[config.mk]
export PLATFORM = sky130hd
export DESIGN_NAME = j6502_clock_gen
export DESIGN_NICKNAME = d
export VERILOG_FILES = /design/src/rtl/j6502_clock_gen_pkg.sv /design/src/rtl/j6502_clock_gen_phase_gen.sv /design/src/rtl/j6502_clock_gen.sv
export SDC_FILE = /design/constraint.sdc
export NUM_CORES = 1
export LEC_CHECK = 0
export ABC_AREA = 1
export BUFFER_PORTS_ARGS = -buffer_cell sky130_fd_sc_hd__buf_2
export CAP_MARGIN = 20
export CORE_MARGIN = 1
export CORE_UTILIZATION = 50
export DETAILED_ROUTE_END_ITERATION = 8
export GPL_ROUTABILITY_DRIVEN = 0
export PLACE_DENSITY = 0.85
export SKIP_CTS_REPAIR_TIMING = 1
export SLEW_MARGIN = 20
export SYNTH_ARGS = -nofsm -noshare
export SYNTH_HDL_FRONTEND = slang
export SYNTH_HIERARCHICAL = 1
export SYNTH_SLANG_ARGS = --single-unit
[constraint.sdc]
create_clock -name fst_clk -period 2.7 [get_ports fst_clk]
set_input_delay 0.135 -clock fst_clk [delete_from_list [all_inputs] [get_ports fst_clk]]
set_output_delay 0.135 -clock fst_clk [all_outputs]
set_load 0.01 [all_outputs]
[src/rtl/j6502_clock_gen_pkg.sv]
// Shared definitions for the J6502 clock/reset generator: controller states,
// default timing constants and a small window-decode helper.
package j6502_clock_gen_pkg;

  typedef enum logic [1:0] {
    S_RESET_HOLD = 2'd0,
    S_RUN        = 2'd1,
    S_HALT       = 2'd2,
    S_STEP       = 2'd3
  } state_t;

  localparam int DEF_DIV        = 8;
  localparam int DEF_DEAD       = 1;
  localparam int DEF_RES_CYCLES = 2;
  localparam int DEF_CNT_W      = 16;

  function automatic logic in_window(input int v, input int lo, input int hi);
    return (v >= lo) && (v <= hi);
  endfunction

endpackage

[src/rtl/j6502_clock_gen_phase_gen.sv]
// Phase counter plus registered phi1/phi2 and phi2 edge-strobe decode.
// The counter only moves while adv is high; wrap flags the last cycle of a period.
module j6502_phase_gen
  import j6502_clock_gen_pkg::*;
#(
  parameter int DIV  = DEF_DIV,
  parameter int DEAD = DEF_DEAD
) (
  input  logic clk,
  input  logic srst,
  input  logic adv,
  output logic phi1,
  output logic phi2,
  output logic phi2_rise,
  output logic phi2_fall,
  output logic wrap
);

  localparam int CW = $clog2(DIV);

  logic [CW-1:0] r_cnt;
  logic [CW-1:0] w_cnt_next;
  logic          r_phi1;
  logic          r_phi2;
  logic          r_phi2_rise;
  logic          r_phi2_fall;

  assign wrap = (r_cnt == CW'(DIV - 1));

  always_comb begin
    w_cnt_next = r_cnt;
    if (adv) begin
      w_cnt_next = wrap ? '0 : r_cnt + CW'(1);
    end
  end

  // Outputs decode the upcoming count so they line up with r_cnt after the edge.
  always_ff @(posedge clk) begin
    if (srst) begin
      r_cnt       <= '0;
      r_phi1      <= 1'b0;
      r_phi2      <= 1'b0;
      r_phi2_rise <= 1'b0;
      r_phi2_fall <= 1'b0;
    end else begin
      r_cnt       <= w_cnt_next;
      r_phi1      <= in_window(int'(w_cnt_next), DEAD, DIV / 2 - 1);
      r_phi2      <= in_window(int'(w_cnt_next), DIV / 2 + DEAD, DIV - 1);
      r_phi2_rise <= (int'(w_cnt_next) == DIV / 2 + DEAD);
      r_phi2_fall <= adv & wrap;
    end
  end

  assign phi1      = r_phi1;
  assign phi2      = r_phi2;
  assign phi2_rise = r_phi2_rise;
  assign phi2_fall = r_phi2_fall;

endmodule

[src/rtl/j6502_clock_gen.sv]
// J6502 two-phase clock generator: CPU reset sequencing, run/halt/single-step
// control on phi-period boundaries, and a completed-period counter.
module j6502_clock_gen
  import j6502_clock_gen_pkg::*;
#(
  parameter int DIV        = DEF_DIV,
  parameter int DEAD       = DEF_DEAD,
  parameter int RES_CYCLES = DEF_RES_CYCLES,
  parameter int CNT_W      = DEF_CNT_W
) (
  input  logic             fst_clk,
  input  logic             res,
  input  logic             run,
  input  logic             step,
  output logic             phi1,
  output logic             phi2,
  output logic             phi2_rise,
  output logic             phi2_fall,
  output logic             res_n,
  output logic             halted,
  output logic [CNT_W-1:0] cyc_cnt
);

  localparam int RCW = (RES_CYCLES > 1) ? $clog2(RES_CYCLES) : 1;

  state_t           r_state;
  state_t           w_state_next;
  logic [RCW-1:0]   r_rcnt;
  logic [RCW-1:0]   w_rcnt_next;
  logic             r_res_n;
  logic             w_res_n_next;
  logic             r_halted;
  logic [CNT_W-1:0] r_cyc_cnt;
  logic [CNT_W-1:0] w_cyc_cnt_next;
  logic             w_adv;
  logic             w_wrap;

  assign w_adv = (r_state != S_HALT);

  j6502_phase_gen #(
    .DIV  (DIV),
    .DEAD (DEAD)
  ) u_phase (
    .clk       (fst_clk),
    .srst      (res),
    .adv       (w_adv),
    .phi1      (phi1),
    .phi2      (phi2),
    .phi2_rise (phi2_rise),
    .phi2_fall (phi2_fall),
    .wrap      (w_wrap)
  );

  always_comb begin
    w_state_next   = r_state;
    w_rcnt_next    = r_rcnt;
    w_res_n_next   = r_res_n;
    w_cyc_cnt_next = r_cyc_cnt;
    // The period that releases res_n is not counted: r_res_n is still 0 then.
    if (w_adv && w_wrap && r_res_n) begin
      w_cyc_cnt_next = r_cyc_cnt + CNT_W'(1);
    end
    case (r_state)
      S_RESET_HOLD: begin
        if (w_wrap) begin
          if (r_rcnt == RCW'(RES_CYCLES - 1)) begin
            w_res_n_next = 1'b1;
            w_state_next = run ? S_RUN : S_HALT;
          end else begin
            w_rcnt_next = r_rcnt + RCW'(1);
          end
        end
      end
      S_RUN: begin
        if (w_wrap && !run) w_state_next = S_HALT;
      end
      S_HALT: begin
        if (run)       w_state_next = S_RUN;
        else if (step) w_state_next = S_STEP;
      end
      S_STEP: begin
        if (w_wrap) w_state_next = run ? S_RUN : S_HALT;
      end
      default: w_state_next = S_RESET_HOLD;
    endcase
  end

  always_ff @(posedge fst_clk) begin
    if (res) begin
      r_state   <= S_RESET_HOLD;
      r_rcnt    <= '0;
      r_res_n   <= 1'b0;
      r_halted  <= 1'b0;
      r_cyc_cnt <= '0;
    end else begin
      r_state   <= w_state_next;
      r_rcnt    <= w_rcnt_next;
      r_res_n   <= w_res_n_next;
      r_halted  <= (w_state_next == S_HALT);
      r_cyc_cnt <= w_cyc_cnt_next;
    end
  end

  assign res_n   = r_res_n;
  assign halted  = r_halted;
  assign cyc_cnt = r_cyc_cnt;

endmodule
==> flow_summary.ini <==
[drt]
drt_drc_violations_left = 0
drt_iter0_drc = 33
avgRoutedWirePerCell_um = 10.1
final_antenna_net_count = 0
routed_via_density = 4.88
finalWirelength_um = 2590
vias_after_detailed_routing = 1249
detail_route.first_pass.iterations = 4

[synth]
post-synth-top-area-cell = dfxtp_1
syn_area_mm2 = 0.00146
yosysSeqAreaShare_pct = 38.4
post_syn_nets = 204
synth.avg_cell_area_um2 = 7.42
synth_largest_type_area_fraction_pct = 38.4
synthCells = 197
dominant_cells_by_area_after_synthesis = dfxtp_1, nand2_1, nor2_1
yosys.cell_types.count = 25
synthesis.yosys.warnings = 6
synth_seq_cells = 28

[place]
pre_cts_ws_ps = 1110
detailedPlacementHpwl_um = 2030
placement.io_buffers = 25

[floorplanning]
die-area_mm2 = 0.00314
start_util_pct = 53.0
core.rowCount = 19
die_width_um = 56.1
placeable_area_mm2 = 0.00276
io_pins = 26
dieHeight_um = 56.1

[global_route]
pin_count_of_the_biggest_net_entering_global_routing = 16
grt_util_all_layers_pct = 17.5
grt_antenna_before_repair = 0
global_route_wire_length_before_repair_um = 4440
number_of_global_route_vias_before_repair = 1063
global_route.overflow_total = 0

[min_path]
worst_hold_path_type = in -> reg

[critical_path]
cp_top_family = simple AND/OR/NAND/NOR gates
criticalPathCategory = reg -> reg
reg2reg_slack_ps = 1090
critical_path.cell_chain = ha_1, ha_1, nand2_2, nor2_4, nand2_4, nor2_8, nand3_1, nand2_1, nor2_1
crit_required_ps = 2940
worstSetupPathDepth = 9
max_stage_delay_ps = 390
path_common_cell = ha_1
timing.critical_path.buf_inv = 0
crit_fanout = 6
worst-r2r-cell-count = 9
critPathCapture = cyc_cnt[13]
crit-reg2reg-launch = u_phase/r_cnt[0]
worstSetupStartpointType = flop
cp_data_arrival_time_ps = 1850
regToRegEndpoint = cyc_cnt[13]
cp_slowest_cell = dfxtp_1
crit_start = u_phase/r_cnt[0]
cp-end-kind = flop

[cts]
clockRootBuffer = clkbuf_4
cts_tree = done
clock_tree.buffer_depth = 2
cts-buffers-inserted = 3
cts.clk_slew.worst_paths_ps = 150
clk-insertion-delay-late_ps = 320
htree_levels = 1
total_number_of_clock_tree_sinks = 28

[sta]
setup_total_negative_slack_ps = 0
final_min_period_over_clock_period_pct = 59.7
timing_worst_slew_pin_value_ps = 448
clock_skew_ps = 9.04
maxSlewHeadroom_pct = 70.1
setup_slack_ps = 1090
final_max_slew_viol_count = 0
max_freq_mhz = 620
grt_setup_unrepaired = no
timing.final.hold_violations = 0
period_needed_ps = 1610
total_setup_violations_reported_at_the_end_of_the_flow = 0

[cells_and_area]
layout-drive-gt1-share_pct = 29.3
n_fill_cell = 247
layout_area_overhead_pct = 13.4
layout.nets = 233
antennaDiodeCount = 0

[pwr]
p_per_area_mw_per_mm2 = 403
leakage_nw = 0.797
vdd_drop_max_uv = 347

[run_status]
run_status = finished, final reports clean

[job]
maxCapViolCount = 0
==> cell usage in the layout (no fill, tap or decap), types with 2 or more instances in the layout <==
| cell type | count |
|---|---|
| a21oi_1 | 8 |
| a21oi_2 | 3 |
| buf_2 | 25 |
| clkbuf_4 | 3 |
| dfxtp_1 | 28 |
| ha_1 | 3 |
| inv_1 | 26 |
| inv_2 | 4 |
| nand2_1 | 40 |
| nand2_2 | 9 |
| nand2_4 | 2 |
| nand3_1 | 8 |
| nand3_2 | 2 |
| nand4_1 | 7 |
| nor2_1 | 28 |
| nor2_2 | 5 |
| nor2_4 | 5 |
| nor3_1 | 3 |
| o21ai_0 | 7 |
| o21bai_2 | 2 |
==> cell usage after synthesis <==
cell type	number
inv_2	4
a21oi_1	8
nand3_4	1
nand4_1	7
nand2_8	1
dfxtp_1	28
nor3_1	3
nand3_2	2
inv_1	26
nor2_8	1
nor2_2	5
nand2_4	2
clkinv_4	1
nor2_1	28
a21oi_2	3
a21boi_1	1
nor2_4	5
o21ai_2	1
nand3_1	8
o21ai_0	7
nand2_1	40
ha_1	3
o21bai_2	2
clkbuf_1	1
nand2_2	9
==> how the worst min path moves through the flow <==
stage          startpoint          end  slack (ps)  cells past startpoint
5_1_grt               res        res_n          90                      2
6_report              res        res_n          90                      2
4_1_cts               res        res_n          90                      2
2_1_floorplan         res        res_n         200                      1
3_3_place_gp          res  cyc_cnt[15]         440                      2
3_5_place_dp          res        res_n         440                      2
==> flip-flops by register name, summed over array words and instances, names as in the netlist <==
| name | count |
|---|---|
| cyc_cnt | 16 |
| halted | 1 |
| r_rcnt | 1 |
| r_state | 2 |
| res_n | 1 |
| u_phase/phi1 | 1 |
| u_phase/phi2 | 1 |
| u_phase/phi2_fall | 1 |
| u_phase/phi2_rise | 1 |
| u_phase/r_cnt | 3 |
==> cell type report <==
class | instances | area, µm² | share of cell area, %
multi-input combinational | 137 | 776 | 46.8
sequential | 28 | 561 | 33.8
timing repair buffer | 25 | 125 | 7.55
inverter | 31 | 121 | 7.32
tap | 31 | 38.8 | 2.34
clock buffer | 4 | 36.3 | 2.19
==> kinds of logic (layout without fill, tap and decap cells) <==
family | after synthesis | in the layout | share of synthesized area, %
AOI/OAI and AO/OA | 22 | 22 | 9.59
adders and majority gates | 3 | 3 | 2.57
buffers and inverters | 32 | 60 | 8.56
DFF | 28 | 28 | 38.4
and+or+nand+nor | 112 | 112 | 40.9
==> power by group <==
part | switching, mW | internal [mW]
clock network | 0.117 | 0.0824
logic | 0.0290 | 0.0165
registers | 0.00311 | 0.421
==> through the flow <==
| stage | instances | area (µm²) | hold WS [ps] | util (%) | power [mW] |
|---|---|---|---|---|---|
| 3_5_place_dp | 252 | 1620 | 438 | 58.8 | 0.479 |
| 4_1_cts | 256 | 1660 | 85.7 | 60.1 | 0.678 |
| 6_report | 256 | 1660 | 90.5 | 60.1 | 0.669 |
| 3_3_place_gp | 252 | 1620 | 445 | 58.8 | 0.478 |
| 2_1_floorplan | 197 | 1460 | 204 | - | 0.466 |
| 5_1_grt | 256 | 1660 | 93.7 | 60.1 | 0.695 |
==> routing by layer <==
metal  vias to the layer above  global-route usage [%]  part of all wire (%)
met4                         0                    6.27                   1.1
met1                       553                    25.0                    50
li1                        673                       -                     -
met2                        21                    27.4                    46
met3                         2                    2.09                   3.1
met5                         -                       0                     0
==> worst register-to-register path, cell delays in order, from the launching register on <==
cell and delay [ps]:
dfxtp_1 390, ha_1 160, ha_1 250, nand2_2 130, nor2_4 210, nand2_4 110
nor2_8 120, nand3_1 80, nand2_1 60, nor2_1 40
Note: power is estimated with default switching activity, not from simulation.
